$ cat src/rtl/sync_mod_counter_pkg.sv
// Shared direction encodings and modulo next-value helper for the synchronous counter.
package sync_counter_pkg;

    localparam logic DIR_UP   = 1'b1;
    localparam logic DIR_DOWN = 1'b0;

    // Wrapped next value: explicit wrap at both ends, never natural overflow.
    function automatic logic [31:0] mod_next(input logic [31:0] q,
                                             input logic        up,
                                             input logic [31:0] modulus);
        logic [31:0] last;
        last = modulus - 32'd1;
        if (up == DIR_UP) begin
            mod_next = (q == last) ? 32'd0 : q + 32'd1;
        end else begin
            mod_next = (q == 32'd0) ? last : q - 32'd1;
        end
    endfunction

endpackage

$ cat src/rtl/sync_mod_counter_if.sv
// Control/status bundle between a counter and the logic that drives it.
interface sync_mod_counter_if #(
    parameter int unsigned WIDTH = 4
);
    logic             en;
    logic             up_dn;
    logic             load;
    logic [WIDTH-1:0] load_val;
    logic [WIDTH-1:0] Q;
    logic             tc;
    logic             wrap;

    modport master (output en, up_dn, load, load_val, input Q, tc, wrap);
    modport slave  (input en, up_dn, load, load_val, output Q, tc, wrap);
endinterface

$ cat src/rtl/sync_mod_counter_next.sv
// Combinational next count and boundary detection.
// SYNC_MOD_COUNTER_SAT_EN selects saturation at the boundaries instead of wrapping.
module sync_counter_next
    import sync_counter_pkg::*;
#(
    parameter int unsigned WIDTH   = 4,
    parameter int unsigned MODULUS = 16
) (
    input  logic [WIDTH-1:0] i_q,
    input  logic             i_up,
    output logic [WIDTH-1:0] o_next_q,
    output logic             o_at_max,
    output logic             o_at_min
);
    localparam logic [WIDTH-1:0] Q_MAX = WIDTH'(MODULUS - 1);

    logic             w_at_max;
    logic             w_at_min;
    logic [WIDTH-1:0] w_wrapped;

    assign w_at_max  = (i_q == Q_MAX);
    assign w_at_min  = (i_q == '0);
    assign w_wrapped = WIDTH'(mod_next(32'(i_q), i_up, 32'(MODULUS)));
    assign o_at_max  = w_at_max;
    assign o_at_min  = w_at_min;

`ifdef SYNC_MOD_COUNTER_SAT_EN
    logic w_at_limit;
    // Hold at the boundary in the direction of travel.
    assign w_at_limit = (i_up == DIR_UP) ? w_at_max : w_at_min;
    assign o_next_q   = w_at_limit ? i_q : w_wrapped;
`else
    assign o_next_q = w_wrapped;
`endif

endmodule

$ cat src/rtl/sync_mod_counter.sv
// Synchronous modulo-N up/down counter with load clamp, cascade tc and wrap pulse.
// SYNC_MOD_COUNTER_SAT_EN: saturate at the boundaries and tie wrap low.
module sync_mod_counter
    import sync_counter_pkg::*;
#(
    parameter int unsigned WIDTH   = 4,
    parameter int unsigned MODULUS = 16
) (
    input  logic                     clock,
    input  logic                     clear,
    sync_mod_counter_if.slave        bus
);
    localparam longint unsigned  MOD_LIMIT = 64'd1 << WIDTH;
    localparam logic [WIDTH-1:0] Q_MAX     = WIDTH'(MODULUS - 1);

    generate
        if (WIDTH == 0 || WIDTH > 32 || MODULUS < 2 || 64'(MODULUS) > MOD_LIMIT) begin : g_bad_params
            $error("sync_mod_counter: illegal WIDTH/MODULUS combination");
        end
    endgenerate

    logic [WIDTH-1:0] r_q;
    logic             r_wrap;
    logic [WIDTH-1:0] w_next_q;
    logic [WIDTH-1:0] w_load_q;
    logic             w_at_max;
    logic             w_at_min;
    logic             w_at_limit;
    logic             w_wrap_evt;

    sync_counter_next #(
        .WIDTH   (WIDTH),
        .MODULUS (MODULUS)
    ) u_next (
        .i_q      (r_q),
        .i_up     (bus.up_dn),
        .o_next_q (w_next_q),
        .o_at_max (w_at_max),
        .o_at_min (w_at_min)
    );

    assign w_at_limit = (bus.up_dn == DIR_UP) ? w_at_max : w_at_min;
    assign w_load_q   = (bus.load_val > Q_MAX) ? Q_MAX : bus.load_val;

`ifdef SYNC_MOD_COUNTER_SAT_EN
    assign w_wrap_evt = 1'b0;
`else
    assign w_wrap_evt = w_at_limit;
`endif

    // Priority: clear > load > count enable.
    always_ff @(posedge clock) begin
        if (clear) begin
            r_q    <= '0;
            r_wrap <= 1'b0;
        end else if (bus.load) begin
            r_q    <= w_load_q;
            r_wrap <= 1'b0;
        end else if (bus.en) begin
            r_q    <= w_next_q;
            r_wrap <= w_wrap_evt;
        end else begin
            r_wrap <= 1'b0;
        end
    end

    assign bus.Q    = r_q;
    assign bus.wrap = r_wrap;
    // Zero-latency so a cascaded stage advances on the same edge.
    assign bus.tc   = bus.en & ~bus.load & w_at_limit;

endmodule
$ cat src/flat_wrapper.sv
// flat-port wrapper written by rule: the top's interface ports become plain ports
module sync_mod_counter_flat import sync_counter_pkg::*;
#(
    parameter int unsigned WIDTH   = 4,
    parameter int unsigned MODULUS = 16
)
  (clock, clear, bus_en, bus_up_dn, bus_load, bus_load_val, bus_Q, bus_tc, bus_wrap);
  sync_mod_counter_if #(.WIDTH(WIDTH)) bus_i ();
  input  logic clock;
  input  logic clear;
  input wire logic [$bits(bus_i.en)-1:0] bus_en;
  input wire logic [$bits(bus_i.up_dn)-1:0] bus_up_dn;
  input wire logic [$bits(bus_i.load)-1:0] bus_load;
  input wire logic [$bits(bus_i.load_val)-1:0] bus_load_val;
  output wire logic [$bits(bus_i.Q)-1:0] bus_Q;
  output wire logic [$bits(bus_i.tc)-1:0] bus_tc;
  output wire logic [$bits(bus_i.wrap)-1:0] bus_wrap;
  assign bus_i.en = bus_en;
  assign bus_i.up_dn = bus_up_dn;
  assign bus_i.load = bus_load;
  assign bus_i.load_val = bus_load_val;
  assign bus_Q = bus_i.Q;
  assign bus_tc = bus_i.tc;
  assign bus_wrap = bus_i.wrap;
  sync_mod_counter #(.WIDTH(WIDTH), .MODULUS(MODULUS)) u_core (.clock(clock), .clear(clear), .bus(bus_i));
endmodule
$ cat config.mk
export PLATFORM = sky130hd
export DESIGN_NAME = sync_mod_counter_flat
export DESIGN_NICKNAME = d
export VERILOG_FILES = /design/src/rtl/sync_mod_counter_pkg.sv /design/src/rtl/sync_mod_counter_if.sv /design/src/rtl/sync_mod_counter_next.sv /design/src/rtl/sync_mod_counter.sv /design/src/flat_wrapper.sv
export SDC_FILE = /design/constraint.sdc
export NUM_CORES = 1
export LEC_CHECK = 0
export BUFFER_PORTS_ARGS = -buffer_cell sky130_fd_sc_hd__buf_4
export CORE_AREA = 4 4 41 43
export CTS_CLUSTER_SIZE = 40
export DETAILED_ROUTE_END_ITERATION = 10
export DIE_AREA = 0 0 45 47
export GPL_ROUTABILITY_DRIVEN = 1
export PLACE_DENSITY = 0.53
export SKIP_CTS_REPAIR_TIMING = 1
export SYNTH_ARGS = -nofsm -noshare
export SYNTH_HDL_FRONTEND = slang
export SYNTH_SLANG_ARGS = --single-unit
$ cat constraint.sdc
create_clock -name clock -period 1.9 [get_ports clock]
set_clock_uncertainty 0.2 [all_clocks]
set_input_delay 0.38 -clock clock [delete_from_list [all_inputs] [get_ports clock]]
set_output_delay 0.38 -clock clock [all_outputs]
set_load 0.05 [all_outputs]
---- Word-level counts from Yosys, hierarchy flattened ----
Index checks and enable logic that the tools add are counted.
storage, ports and cells
  bits in registers ....................... 5
  bits in latches ......................... 0
  RAM bits ................................ 0
  memory bits (read-only) ................. 0
  input port bits ......................... 9
  output and inout bits ................... 6
  logic and storage cells ................. 20
  memories kept ........................... 0
operators by class
  add/subtract/negate cells ............... 2
  multipliers ............................. 0
  div/mod/pow operators ................... 0
  order comparisons ....................... 1
  eq/ne operators ......................... 1
  shifts and indexed selects .............. 0
  multiplexer cells ....................... 7
  bitwise gates (word level) .............. 4
  reduce and logical (&&, ||, !) cells .... 3
operators by type and width
  operator                                                            count
  4-bit 2-to-1 mux                                                    6
  4-bit by 1-bit adder with 4-bit output, second input constant       1
  4-bit equality test, second input constant                          1
  4-bit greater-than comparator, second input constant                1
  4-bit logical NOT                                                   1
  4-bit by 1-bit subtractor with 4-bit output, second input constant  1
  3-bit OR reduction                                                  1
  1-bit AND                                                           2
  1-bit inverter                                                      2
  2-bit nonzero test                                                  1
  1-bit 2-to-1 mux                                                    1

---- Depth between registers and ports, before layout ----
  depth in word-level cells ............... 5
  depth in mapped cells ................... 6
  depth with buffers taken out ............ 6

---- Cells and area by module ----
From an unflattened synthesis, not the netlist that was laid out.
second synthesis, totals
  cells, all modules ...................... 42
  area total of the unflattened synthesis .. 376.6 µm²
modules (own cells, without submodules)
  module             instances  cells each  area each (µm²)  seq. area each (µm²)
  sync_mod_counter   1          22          236.5            100.1
  sync_counter_next  1          20          140.1            0.0

---- Worst setup path before layout ----
Ideal clock, no wire load.
  path type ............................... reg-to-output
  start point ............................. register u_core.r_q[0] (netlist: u_core.bus.Q[0])
  end point ............................... output port bus_tc
  arrival ................................. 2.082 ns
  data required time ...................... 1.320 ns
  slack ................................... -0.762 ns
  stages on the path, launching flop included .. 7
  path buffers ............................ 0
  cells stage by stage .................... dfxtp_1 -> inv_2 -> ha_1 -> or3b_2 -> nor2_1 -> a21oi_1 -> nor2_1
on the way
  longest elaborated chain between the ends .. 3
  elaborated cells between the ends (all ways) .. 4
  those cells by class .................... 1 x eq/ne; 1 x mux; 1 x bitwise; 1 x reduce/logical
RTL lines
  item                                                      RTL line                                                  source
  from (decl)                                               sync_mod_counter.sv:22                                    logic [WIDTH-1:0] r_q;
  from (signal assigned)                                    sync_mod_counter.sv:57                                    r_q <= w_load_q;
  from (signal assigned)                                    sync_mod_counter.sv:60                                    r_q <= w_next_q;
  4-bit equality test or 4-bit logical NOT (tied branches)  sync_mod_counter_next.sv:21, sync_mod_counter_next.sv:22
  1-bit 2-to-1 mux (*)                                      sync_mod_counter.sv:42                                    assign w_at_limit = (bus.up_dn == DIR_UP) ? w_at_max : w_at_min;
  1-bit AND (*)                                             sync_mod_counter.sv:70                                    assign bus.tc = bus.en & ~bus.load & w_at_limit;
  to (decl)                                                 flat_wrapper.sv:16                                        output wire logic [$bits(bus_i.tc)-1:0] bus_tc;
Mark *: on every way between the ends. The rest lies on a longest branch, timed or not.

---- Final worst setup path ----
  start point ............................. register u_core.r_q[1] (netlist: u_core.bus.Q[1])
  end point ............................... output port bus_tc
Same word-level chain as after synthesis.

==> flow_metrics.py <==
metrics = {
    "sta": {
        "fin_ws_ps": -271,
        "whs_ps": 121,
        "finalHoldViolations": 0,
        "setup_violations": 1,
        "rsz0062_at_grt": "yes",
        "relSlewSlack_pct": 87.7,
        "drv_slew": 0,
        "fmax_mhz": 461,
        "min_period_ps": 2170,
        "fin_crit_sh_pct": 114,
        "worst_pin_slew_ps": 182,
    },
    "route": {
        "firstDrtPassIters": 4,
        "drtAntennaViolNets": 0,
        "drc": 0,
        "routedWlPerCell_um": 12.1,
        "drt_wl_total_mm": 1.03,
        "routed_via_density": 5.12,
        "via_count": 435,
        "drt-initial-drc-count": 6,
    },
    "global_route": {
        "top_usage_layer": "met2",
        "grtUsageMet2_pct": 19.5,
        "grt.overflow.total": 0,
        "grt_pass1_wl_mm": 1.73,
        "grtUsageMet1_pct": 11.9,
        "met3_usage_pct": 6.51,
        "antenna_found_initial": 0,
        "grt_max_degree": 8,
        "first_global_vias": 410,
        "grt_usage_pct": 11.7,
    },
    "logic_synthesis": {
        "synthCells": 44,
        "syn-cell-area_um2": 348,
        "syn-num-nets": 55,
        "synth_top_family_by_area": "compound AO/OA/AOI/OAI gates",
        "yosys.area.top_type_share_pct": 28.8,
        "synth_fa_ha_area_share_pct": 7.19,
        "synth_compound_area_share_pct": 27.3,
        "synth_area_leader_cell": "dfxtp_1",
        "yosys.area_share.simple_pct": 20.1,
        "synth_seq_cells": 5,
        "avgSynthCellArea_um2": 7.91,
        "synth_mux_area_share_pct": 6.12,
        "seq_area_frac_synth_pct": 28.8,
        "yosysWarnings": 0,
        "synth_xor_area_share_pct": 5.04,
        "synth_area_leaders": "dfxtp_1 (29%), a21oi_1 (10%), ha_1 (7.2%), xnor2_1 (5.0%), nor2_1 (4.3%)",
        "synthDistinctLibCells": 23,
    },
    "clock_tree": {
        "cts-buffers-inserted": 3,
        "clkSinkCount": 5,
        "cts.htree.levels": 1,
        "clockBufferDepth": 2,
        "cts_tree": "built",
        "clk_latency_ps": 250,
        "cts-root-buf": "clkbuf_4",
        "clk_pin_slew_ps": 50,
    },
    "floorplanning": {
        "start_util_pct": 26.7,
        "io_pins": 15,
        "die_h_um": 47,
        "die_area_mm2": 0.00212,
        "num_rows": 13,
        "core_mm2": 0.00130,
        "fp.dieW_um": 45,
    },
    "placed_design": {
        "hpwl_um": 779,
        "io_buffers": 14,
        "gp_congestion": 0.735,
        "dpl_cell_area_um2": 557,
    },
    "worst_setup_path": {
        "crit_path_frequent_cell": "nor2_4",
        "worstSetupPathType": "reg2out",
        "cpLargestDelayFamily": "simple AND/OR/NAND/NOR gates",
        "end_kind": "primary output",
        "crit_required_ps": 1320,
        "crit_fanout": 2,
        "critical_path_buf_inv_count": 2,
        "crit_chain": "inv_4 -> ha_4 -> or3b_4 -> nor2_4 -> a21oi_4 -> nor2_4 -> buf_8",
        "critPathLaunch": "u_core.bus.Q[1]",
        "cp_num_cells": 7,
        "r2r_start": "u_core.bus.Q[0]",
        "slowest_delay_ps": 400,
        "worstPathArrival_ps": 1590,
        "reg2reg_depth": 6,
        "cp_slowest_cell": "or3b_4",
        "reg2reg_slack_ps": 20,
        "setup.worst_path.start_class": "flip-flop",
        "r2r_end": "u_core.bus.Q[3]",
    },
    "flow_run": {
        "drv_cap": 0,
    },
    "hold_path": {
        "worstHoldStart": "clear",
        "hold_end": "u_core.bus.Q[0]",
        "holdPathStages": 2,
        "min_path_type": "in2reg",
    },
    "final_layout": {
        "num_antenna_cells": 0,
        "final_common_cell": "buf_4",
        "nets": 82,
        "layout-drive-gt1-share_pct": 57.1,
        "final_area_um2": 627,
        "area_growth_syn_to_layout_pct": 80.2,
        "most-common-layout-cells": "buf_4 (21), a21oi_1 (6), nand2_1 (3), clkbuf_4 (3)",
    },
    "pwr": {
        "leakage_nw": 0.274,
        "p_per_area_mw_per_mm2": 653,
        "power_frac_seq_pct": 30.0,
        "p_sw_share_pct": 34.7,
        "power.internal_uw": 267,
        "ir_drop_v": 0.000417,
        "clockPowerShare_pct": 31.7,
        "pwr-share-comb_pct": 38.3,
        "net-switching-power_uw": 142,
    },
    "outcome": {
        "violations": "setup timing",
        "status": "finished, violations left",
    },
}
## flip-flops by register name, indices dropped and copies added (netlist names)
register,cells
u_core.bus.Q,4
u_core.bus.wrap,1
## per-stage QoR
| stage | power [mW] | std cells | setup slack [ps] | TNS, ps | util, % |
|---|---|---|---|---|---|
| floorplan | 0.206 | 44 | -154 | -154 | - |
| global placement | 0.265 | 81 | -28.0 | -28.0 | 42.8 |
| detailed placement | 0.265 | 81 | -33.4 | -33.4 | 42.8 |
| CTS | 0.400 | 85 | -310 | -310 | 44.8 |
| global route | 0.441 | 85 | -323 | -365 | 48.2 |
| finish | 0.409 | 85 | -271 | -271 | 48.2 |
## per-layer routing
layer | part of all wire, % | wire length [µm]
met5 | 0 | 0
met4 | 0.87 | 9
met3 | 8.9 | 92
met2 | 53 | 548
met1 | 37 | 381
## worst reg2reg max path: cells and delay by family (launching register included)
family	cells	cell delay, ps
flops	1	350
compound gates	3	490
buf+inv	2	280
simple gates	1	450
## final cells by class
| type | count | area (µm²) |
|---|---|---|
| Timing Repair Buffer | 22 | 173 |
| Tap cell | 15 | 18.8 |
| Inverter | 5 | 23.8 |
| Clock buffer | 4 | 26.3 |
| Sequential cell | 5 | 109 |
| Fill cell | 135 | 674 |
| Multi-Input combinational cell | 34 | 277 |
## worst max-delay path by stage
stage	end	slack, ps
floorplan	bus_tc	-150
global placement	bus_tc	-30
detailed placement	bus_tc	-30
CTS	bus_tc	-310
global route	bus_tc	-320
finish	bus_tc	-270
## synthesized netlist by cell type
master and count:
a21oi_1 7, dfxtp_1 5, nor2_1 4, inv_1 3, nand2_1 3, ha_1 2
inv_2 2, o21ai_0 2, xnor2_1 2, a211oi_1 1, a221oi_1 1, a311o_1 1
and3_2 1, mux2_2 1, mux2i_1 1, nor3_1 1, nor3b_1 1, o21a_1 1
o21bai_1 1, o221ai_1 1, or3_2 1, or3b_2 1, or4_1 1
## power groups by stage
stage | clock, mW | sequential (mW) | combinational (mW)
floorplan | 0 | 0.152 | 0.0535
global placement | 0 | 0.124 | 0.142
detailed placement | 0 | 0.124 | 0.142
CTS | 0.136 | 0.122 | 0.142
global route | 0.146 | 0.124 | 0.171
finish | 0.130 | 0.123 | 0.157
## cells by family after synthesis
kind of cell             count (synthesis)
buffers and inverters                    5
AO/OA/AOI/OAI                           15
XOR/XNOR                                 2
AND/OR/NAND/NOR                         13
adder cells (fa/ha/maj)                  2
multiplexers                             2
flip-flops                               5
(Power assumes the default switching activity.)
